===== config.mk =====
export PLATFORM = sky130hd
export DESIGN_NAME = system_sequencer
export DESIGN_NICKNAME = d
export VERILOG_FILES = /design/src/rtl/system_sequencer_pkg.sv /design/src/rtl/system_sequencer_ram_mux.sv /design/src/rtl/system_sequencer.sv
export SDC_FILE = /design/constraint.sdc
export NUM_CORES = 1
export LEC_CHECK = 0
export BUFFER_PORTS_ARGS = -buffer_cell sky130_fd_sc_hd__buf_2
export CAP_MARGIN = 20
export CORE_ASPECT_RATIO = 0.8
export CORE_MARGIN = 2
export CORE_UTILIZATION = 32
export CTS_CLUSTER_DIAMETER = 40
export CTS_CLUSTER_SIZE = 20
export DETAILED_ROUTE_END_ITERATION = 7
export HOLD_SLACK_MARGIN = 0.15
export MAX_ROUTING_LAYER = met4
export SYNTH_ARGS = -nofsm -noshare
export SYNTH_HDL_FRONTEND = slang
export SYNTH_SLANG_ARGS = --single-unit

===== constraint.sdc =====
create_clock -name clk -period 3.77 [get_ports clk]
set_clock_uncertainty 0.15 [all_clocks]
set_input_delay 0.754 -clock clk [delete_from_list [all_inputs] [get_ports clk]]
set_output_delay 0.754 -clock clk [all_outputs]
set_load 0.02 [all_outputs]

===== src/rtl/system_sequencer_pkg.sv =====
`default_nettype none
// ----------------------------------------------------------------------------
// system_sequencer_pkg : sequencer state and RAM port-select encodings  rev 1.0
// ----------------------------------------------------------------------------
package system_sequencer_pkg;

  typedef enum logic [2:0] {
    S_IDLE       = 3'd0,
    S_LOAD_INS   = 3'd1,
    S_LOAD_DATA  = 3'd2,
    S_EXEC_START = 3'd3,
    S_EXEC_RUN   = 3'd4,
    S_DUMP_RD    = 3'd5,
    S_DUMP_OUT   = 3'd6,
    S_FINISH     = 3'd7
  } seq_state_t;

  typedef enum logic [1:0] {
    SEL_NONE = 2'd0,
    SEL_LOAD = 2'd1,
    SEL_PROC = 2'd2,
    SEL_DUMP = 2'd3
  } ram_port_sel_t;

  function automatic int max2(input int a, input int b);
    return (a > b) ? a : b;
  endfunction

endpackage
`default_nettype wire


===== src/rtl/system_sequencer_ram_mux.sv =====
`default_nettype none
// ----------------------------------------------------------------------------
// seq_ram_mux : selects instruction/data RAM port drivers per phase     rev 1.0
// ----------------------------------------------------------------------------
module seq_ram_mux
  import system_sequencer_pkg::*;
#(
  parameter int INS_WIDTH = 8,
  parameter int DATA_W    = 24,
  parameter int IA_W      = 8,
  parameter int DA_W      = 12,
  parameter int LW        = 12
) (
  input  ram_port_sel_t           ins_sel,
  input  ram_port_sel_t           data_sel,
  input  logic [LW-1:0]           load_addr,
  input  logic                    load_fire,
  input  logic [DATA_W-1:0]       load_data,
  input  logic [IA_W-1:0]         proc_ins_addr,
  input  logic [DA_W-1:0]         proc_data_addr,
  input  logic [DATA_W-1:0]       proc_data_out,
  input  logic                    proc_wr_en,
  input  logic [DA_W-1:0]         dump_addr,
  output logic [IA_W-1:0]         ins_addr,
  output logic                    ins_wr_en,
  output logic [INS_WIDTH-1:0]    ins_din,
  output logic [DA_W-1:0]         data_addr,
  output logic                    data_wr_en,
  output logic [DATA_W-1:0]       data_din
);

  always_comb begin
    ins_addr  = '0;
    ins_wr_en = 1'b0;
    ins_din   = '0;
    case (ins_sel)
      SEL_LOAD: begin
        ins_addr  = load_addr[IA_W-1:0];
        ins_wr_en = load_fire;
        ins_din   = load_data[INS_WIDTH-1:0];
      end
      // The processor only fetches from instruction RAM, never writes it.
      SEL_PROC: ins_addr = proc_ins_addr;
      default: ;
    endcase
  end

  always_comb begin
    data_addr  = '0;
    data_wr_en = 1'b0;
    data_din   = '0;
    case (data_sel)
      SEL_LOAD: begin
        data_addr  = load_addr[DA_W-1:0];
        data_wr_en = load_fire;
        data_din   = load_data;
      end
      SEL_PROC: begin
        data_addr  = proc_data_addr;
        data_wr_en = proc_wr_en;
        data_din   = proc_data_out;
      end
      SEL_DUMP: data_addr = dump_addr;
      default: ;
    endcase
  end

endmodule
`default_nettype wire


===== src/rtl/system_sequencer.sv =====
`default_nettype none
// ----------------------------------------------------------------------------
// system_sequencer : load / execute / dump run controller for the core array
// rev 1.0
// ----------------------------------------------------------------------------
module system_sequencer
  import system_sequencer_pkg::*;
#(
  parameter int CORE_COUNT     = 2,
  parameter int REG_WIDTH      = 12,
  parameter int INS_WIDTH      = 8,
  parameter int INS_MEM_DEPTH  = 256,
  parameter int DATA_MEM_DEPTH = 4096,
  parameter int CNT_W          = 32
) (
  input  logic                                clk,
  input  logic                                rstN,
  input  logic                                startN,
  input  logic [$clog2(INS_MEM_DEPTH):0]      ins_len,
  input  logic [$clog2(DATA_MEM_DEPTH):0]     data_len,
  input  logic [$clog2(DATA_MEM_DEPTH)-1:0]   res_base,
  input  logic [$clog2(DATA_MEM_DEPTH):0]     res_len,
  input  logic                                in_valid,
  output logic                                in_ready,
  input  logic [CORE_COUNT*REG_WIDTH-1:0]     in_data,
  output logic                                out_valid,
  input  logic                                out_ready,
  output logic [CORE_COUNT*REG_WIDTH-1:0]     out_data,
  output logic                                proc_start,
  input  logic                                proc_ready,
  input  logic                                proc_done,
  input  logic [$clog2(INS_MEM_DEPTH)-1:0]    proc_ins_addr,
  input  logic [$clog2(DATA_MEM_DEPTH)-1:0]   proc_data_addr,
  input  logic [CORE_COUNT*REG_WIDTH-1:0]     proc_data_out,
  input  logic                                proc_wr_en,
  output logic [$clog2(INS_MEM_DEPTH)-1:0]    ins_addr,
  output logic                                ins_wr_en,
  output logic [INS_WIDTH-1:0]                ins_din,
  output logic [$clog2(DATA_MEM_DEPTH)-1:0]   data_addr,
  output logic                                data_wr_en,
  output logic [CORE_COUNT*REG_WIDTH-1:0]     data_din,
  input  logic [CORE_COUNT*REG_WIDTH-1:0]     data_dout,
  output logic                                busy,
  output logic                                done,
  output logic [CNT_W-1:0]                    exec_cycles
);

  localparam int DATA_W = CORE_COUNT * REG_WIDTH;
  localparam int IA_W   = $clog2(INS_MEM_DEPTH);
  localparam int DA_W   = $clog2(DATA_MEM_DEPTH);
  localparam int LW     = max2(IA_W, DA_W);
  localparam int CW     = LW + 1;

  seq_state_t          state_q,    state_d;
  logic [CW-1:0]       cnt_q,      cnt_d;
  logic [IA_W:0]       ins_len_q,  ins_len_d;
  logic [DA_W:0]       data_len_q, data_len_d;
  logic [DA_W-1:0]     res_base_q, res_base_d;
  logic [DA_W:0]       res_len_q,  res_len_d;
  logic [CNT_W-1:0]    exec_q,     exec_d;
  logic [DATA_W-1:0]   out_data_q, out_data_d;
  logic                out_hold_q, out_hold_d;

  ram_port_sel_t       ins_sel, data_sel;
  logic                load_fire;
  logic [CW-1:0]       cnt_inc;
  logic [DA_W-1:0]     dump_addr;

  assign cnt_inc   = cnt_q + CW'(1);
  assign dump_addr = res_base_q + cnt_q[DA_W-1:0];

  always_ff @(posedge clk) begin
    if (!rstN) begin
      state_q    <= S_IDLE;
      cnt_q      <= '0;
      ins_len_q  <= '0;
      data_len_q <= '0;
      res_base_q <= '0;
      res_len_q  <= '0;
      exec_q     <= '0;
      out_data_q <= '0;
      out_hold_q <= 1'b0;
    end else begin
      state_q    <= state_d;
      cnt_q      <= cnt_d;
      ins_len_q  <= ins_len_d;
      data_len_q <= data_len_d;
      res_base_q <= res_base_d;
      res_len_q  <= res_len_d;
      exec_q     <= exec_d;
      out_data_q <= out_data_d;
      out_hold_q <= out_hold_d;
    end
  end

  always_comb begin
    state_d    = state_q;
    cnt_d      = cnt_q;
    ins_len_d  = ins_len_q;
    data_len_d = data_len_q;
    res_base_d = res_base_q;
    res_len_d  = res_len_q;
    exec_d     = exec_q;
    out_data_d = out_data_q;
    out_hold_d = out_hold_q;
    ins_sel    = SEL_NONE;
    data_sel   = SEL_NONE;
    load_fire  = 1'b0;
    in_ready   = 1'b0;
    out_valid  = 1'b0;
    proc_start = 1'b0;

    case (state_q)
      S_IDLE, S_FINISH: begin
        if (!startN) begin
          ins_len_d  = ins_len;
          data_len_d = data_len;
          res_base_d = res_base;
          res_len_d  = res_len;
          exec_d     = '0;
          cnt_d      = '0;
          out_hold_d = 1'b0;
          // Empty load phases are skipped using the live inputs.
          if (ins_len != '0)       state_d = S_LOAD_INS;
          else if (data_len != '0) state_d = S_LOAD_DATA;
          else                     state_d = S_EXEC_START;
        end
      end
      S_LOAD_INS: begin
        in_ready  = 1'b1;
        ins_sel   = SEL_LOAD;
        load_fire = in_valid;
        if (in_valid) begin
          if (cnt_inc == CW'(ins_len_q)) begin
            cnt_d   = '0;
            state_d = (data_len_q != '0) ? S_LOAD_DATA : S_EXEC_START;
          end else begin
            cnt_d = cnt_inc;
          end
        end
      end
      S_LOAD_DATA: begin
        in_ready  = 1'b1;
        data_sel  = SEL_LOAD;
        load_fire = in_valid;
        if (in_valid) begin
          if (cnt_inc == CW'(data_len_q)) begin
            cnt_d   = '0;
            state_d = S_EXEC_START;
          end else begin
            cnt_d = cnt_inc;
          end
        end
      end
      S_EXEC_START: begin
        ins_sel  = SEL_PROC;
        data_sel = SEL_PROC;
        if (proc_ready) begin
          proc_start = 1'b1;
          state_d    = S_EXEC_RUN;
        end
      end
      S_EXEC_RUN: begin
        ins_sel  = SEL_PROC;
        data_sel = SEL_PROC;
        if (exec_q != '1) exec_d = exec_q + CNT_W'(1);
        if (proc_done) begin
          cnt_d   = '0;
          state_d = (res_len_q != '0) ? S_DUMP_RD : S_FINISH;
        end
      end
      S_DUMP_RD: begin
        data_sel   = SEL_DUMP;
        out_hold_d = 1'b0;
        state_d    = S_DUMP_OUT;
      end
      S_DUMP_OUT: begin
        out_valid = 1'b1;
        // RAM data is valid only in the first DUMP_OUT cycle; latch it for stalls.
        if (!out_hold_q) begin
          out_data_d = data_dout;
          out_hold_d = 1'b1;
        end
        if (out_ready) begin
          out_hold_d = 1'b0;
          cnt_d      = cnt_inc;
          state_d    = (cnt_inc == CW'(res_len_q)) ? S_FINISH : S_DUMP_RD;
        end
      end
      default: ;
    endcase
  end

  assign out_data    = out_hold_q ? out_data_q : data_dout;
  assign busy        = (state_q != S_IDLE) && (state_q != S_FINISH);
  assign done        = (state_q == S_FINISH);
  assign exec_cycles = exec_q;

  seq_ram_mux #(
    .INS_WIDTH (INS_WIDTH),
    .DATA_W    (DATA_W),
    .IA_W      (IA_W),
    .DA_W      (DA_W),
    .LW        (LW)
  ) u_ram_mux (
    .ins_sel        (ins_sel),
    .data_sel       (data_sel),
    .load_addr      (cnt_q[LW-1:0]),
    .load_fire      (load_fire),
    .load_data      (in_data),
    .proc_ins_addr  (proc_ins_addr),
    .proc_data_addr (proc_data_addr),
    .proc_data_out  (proc_data_out),
    .proc_wr_en     (proc_wr_en),
    .dump_addr      (dump_addr),
    .ins_addr       (ins_addr),
    .ins_wr_en      (ins_wr_en),
    .ins_din        (ins_din),
    .data_addr      (data_addr),
    .data_wr_en     (data_wr_en),
    .data_din       (data_din)
  );

endmodule
`default_nettype wire


==> qor.yml <==
run_status: "finished, violations left"
violations: "setup timing"
final-hold-violation-count: 0
final_core_util_pct: 43.55
startpoint: "cnt_q[0]"
die_w_um: 178.1
avgSynthCellArea_sq_um: 7.974
drive_gt1_share_pct: 31.63
power.density_nw_per_um2: 473.3
holdCritPathClass: "reg -> reg"
clk_path_buf_depth: 2
maxCapViolCount: 0
drt-initial-drc-count: 595
grt_use_total_pct: 22.09
cp.arrival_ns: 3.05
leakage_nw: 4.271
power_frac_comb_pct: 31.9
synth_top_cell_by_area: "dfxtp_1"
cts-root-buf: "clkbuf_16"
r2r_slack_ns: 0.40
syn_to_final_growth_pct: 32.38
critPathLaunchType: "flop"
rows: 50
num_vias: 8127
dpl.hpwl_mm: 21.67
fp.dieH_um: 143.3
synth_edf_count: 0
required_ns: 2.87
max_freq_mhz: 252.7
ys_seq_area_share_pct: 30.96
switching_share_pct: 35.75
async_flop_share_pct: 0
period_minus_slack_ns: 3.957
worstSetupEndpoint: "data_addr[10]"
finalSetupViolCount: 3
timing.final.ws_setup_ns: -0.1875
end_kind: "output port"
cts_buffers: 17
clock_power_share_pct: 37.1
finalSetupTns_ns: -0.3275
grt_pass1_wl_mm: 41.75
cts_hold_buf: 0
routed_wl_mm: 28.47
routedWlPerCell_um: 18.32
yosysWarnings: 0
synth_top_area_share_pct: 30.96
drc: 0
r2r_cells: 10
syn_inst: 973
switchingPower_mw: 1.738
overflow: 0
die_area_sq_um: 25520
grt_max_degree: 64
ys.flop_type: "dfxtp_1"
routed_via_density: 5.230
clk_latency_ns: 0.42
critPathKind: "reg -> out"
drv_slew: 0
cts_tree: "yes"
antenna_found_initial: 5
r2r-start: "cnt_q[0]"
post-route-cell-area_sq_um: 10270
reg2reg_to: "cnt_q[1]"
synthDistinctLibCells: 70
core_sq_um: 23590
seqPwrFrac_pct: 31.0
routabilityCongestion: 0.9380
io_pins: 262
min_period_over_period_pct: 105.0
syn_area_sq_um: 7759
htree_levels: 4
syn-num-nets: 1140
crit_path_max_fanout: 2
preCtsSetupSlack_ns: 0.03669
first_global_vias: 7413
synthTopCellsByArea: "dfxtp_1 (31%), nand2_1 (6.9%), nor2_1 (5.4%), a21boi_0 (4.6%), xnor2_1 (4.0%)"
max_slew_margin_pct: 44.22
cts.sinks: 120
rsz0062_at_grt: "yes"
ys_ff_latch: 120
start_util_pct: 32.90
peakVddDrop_mv: 0.3018
worst_pin_slew_ns: 0.8367
power.internal_mw: 3.123
firstDrtPassIters: 6
place_area_sq_um: 9433
final_nets: 1390
ant_nets: 0
portBuffers: 261
path_clk_slew_ns: 0.05
-- repair_timing --
action / CTS / global route
gates resized for setup: 17 / 11
endpoints found under the setup margin: 5 / 34
buffers inserted: 7 / 4
pin swaps: 5 / 13
-- through the flow --
step	hold slack [ns]	power (mW)	std cells
after floorplan	0.2940	2.551	973
after global placement	0.3120	3.040	1508
after detailed placement	0.3144	3.056	1508
after CTS	0.3243	4.886	1547
after global routing	0.3475	5.128	1553
final	0.3218	4.861	1554
-- cells in the mapped netlist (18+ instances only) --
master / n
a21oi_1: 18
nor2b_1: 32
a21boi_0: 48
a22oi_1: 33
xnor2_1: 35
dfxtp_1: 120
mux2i_1: 29
xor2_1: 34
nor2_1: 112
nand4_1: 19
nand2_1: 143
mux2_2: 25
clkbuf_1: 52
ha_1: 19
nand3_1: 29
-- sequential cells by signal (all words and copies together), names as in the netlist --
register and cells:
data_len_q 13, out_data_q 24, cnt_q 13, res_len_q 13, res_base_q 12, out_hold_q 1, state_q 3, exec_cycles 32
ins_len_q 9
-- power by group through the flow --
stage	sequential (mW)	combinational [mW]	clock, mW
floorplan	1.46	1.09	0
global placement	1.52	1.52	0
detailed placement	1.52	1.53	0
CTS	1.50	1.54	1.84
global route	1.52	1.70	1.91
finish	1.51	1.55	1.80
-- critical path, cell delays in order, from the launching register on --
cell and delay, ns:
dfxtp_2 0.33, ha_4 0.16, fa_2 0.34, a21o_1 0.18, a21oi_2 0.14, o21bai_1 0.09, a2111oi_1 0.39, buf_4 0.20
o311ai_4 0.11, xor2_1 0.16, a222oi_1 0.25, nor2_1 0.09, buf_4 0.18
-- routing by layer --
metal / track usage (%) / vias to the layer above / share of wire [%]
met3: 5.245 / 33 / 8.2
li1: - / 3959 / -
met2: 34.23 / 350 / 45
met4: 7.506 / 0 / 2.1
met5: - / - / 0
met1: 28.20 / 3785 / 45
-- worst min path at each step --
stage | slack, ns | from | depth (start not counted) | to
3_5_place_dp | 0.31 | res_base_q[0] | 2 | res_base_q[0]
3_3_place_gp | 0.31 | res_base_q[3] | 2 | res_base_q[3]
5_1_grt | 0.35 | res_len_q[10] | 2 | res_len_q[10]
6_report | 0.32 | res_base_q[3] | 2 | res_base_q[3]
2_1_floorplan | 0.29 | ins_len_q[5] | 2 | ins_len_q[5]
4_1_cts | 0.32 | res_base_q[2] | 2 | res_base_q[2]
-- logic make-up (layout without fill, tap and decap cells) --
logic type                 after synthesis  in the layout  share of synthesized area (%)
and+or+nand+nor                        418            418                          25.48
AOI/OAI and AO/OA                      194            194                          18.63
DFF                                    120            120                          30.96
buffers and inverters                   93            356                          4.983
xor gates and xnor gates                74             74                          9.257
muxes                                   54             54                          7.370
adders and majority gates               20             20                          3.322
other                                    0              6                              0
-- layout make-up --
cell class | count | area (sq um)
sequential | 120 | 2411
inverter | 17 | 63.81
fill | 2425 | 13310
multi-input combinational | 760 | 5084
clock buffer | 20 | 446.7
timing repair buffer | 307 | 1662
clock inverter | 12 | 198.9
antenna | 6 | 15.01
tap | 312 | 390.4
-- cell usage in the layout, fill, tap and decap left out, drive strengths merged, types with 3 or more instances in the layout --
cell | synthesis | final
o21bai | 3 | 3
nor2b | 32 | 32
a21oi | 18 | 18
a2111oi | 6 | 6
diode | 0 | 6
a21boi | 48 | 48
xnor3 | 4 | 4
nand4b | 3 | 3
mux2 | 25 | 25
mux2i | 29 | 29
nand2b | 3 | 3
and2 | 15 | 15
nand4 | 19 | 19
clkinvlp | 0 | 4
nand2 | 143 | 143
clkinv | 0 | 3
buf | 23 | 307
and4 | 7 | 7
a222oi | 12 | 12
and3 | 11 | 11
nand3 | 29 | 29
o21ai | 15 | 15
a21o | 5 | 5
o2111ai | 8 | 8
clkbuf | 53 | 20
a22oi | 33 | 33
ha | 19 | 19
nor3 | 16 | 16
o211ai | 4 | 4
dfxtp | 120 | 120
bufinv | 0 | 5
a32o | 3 | 3
or3 | 4 | 4
nor4 | 13 | 13
xnor2 | 35 | 35
nand3b | 4 | 4
inv | 17 | 17
nor2 | 112 | 112
xor2 | 34 | 34
a31oi | 17 | 17
Power figures use the tool's default switching activity.
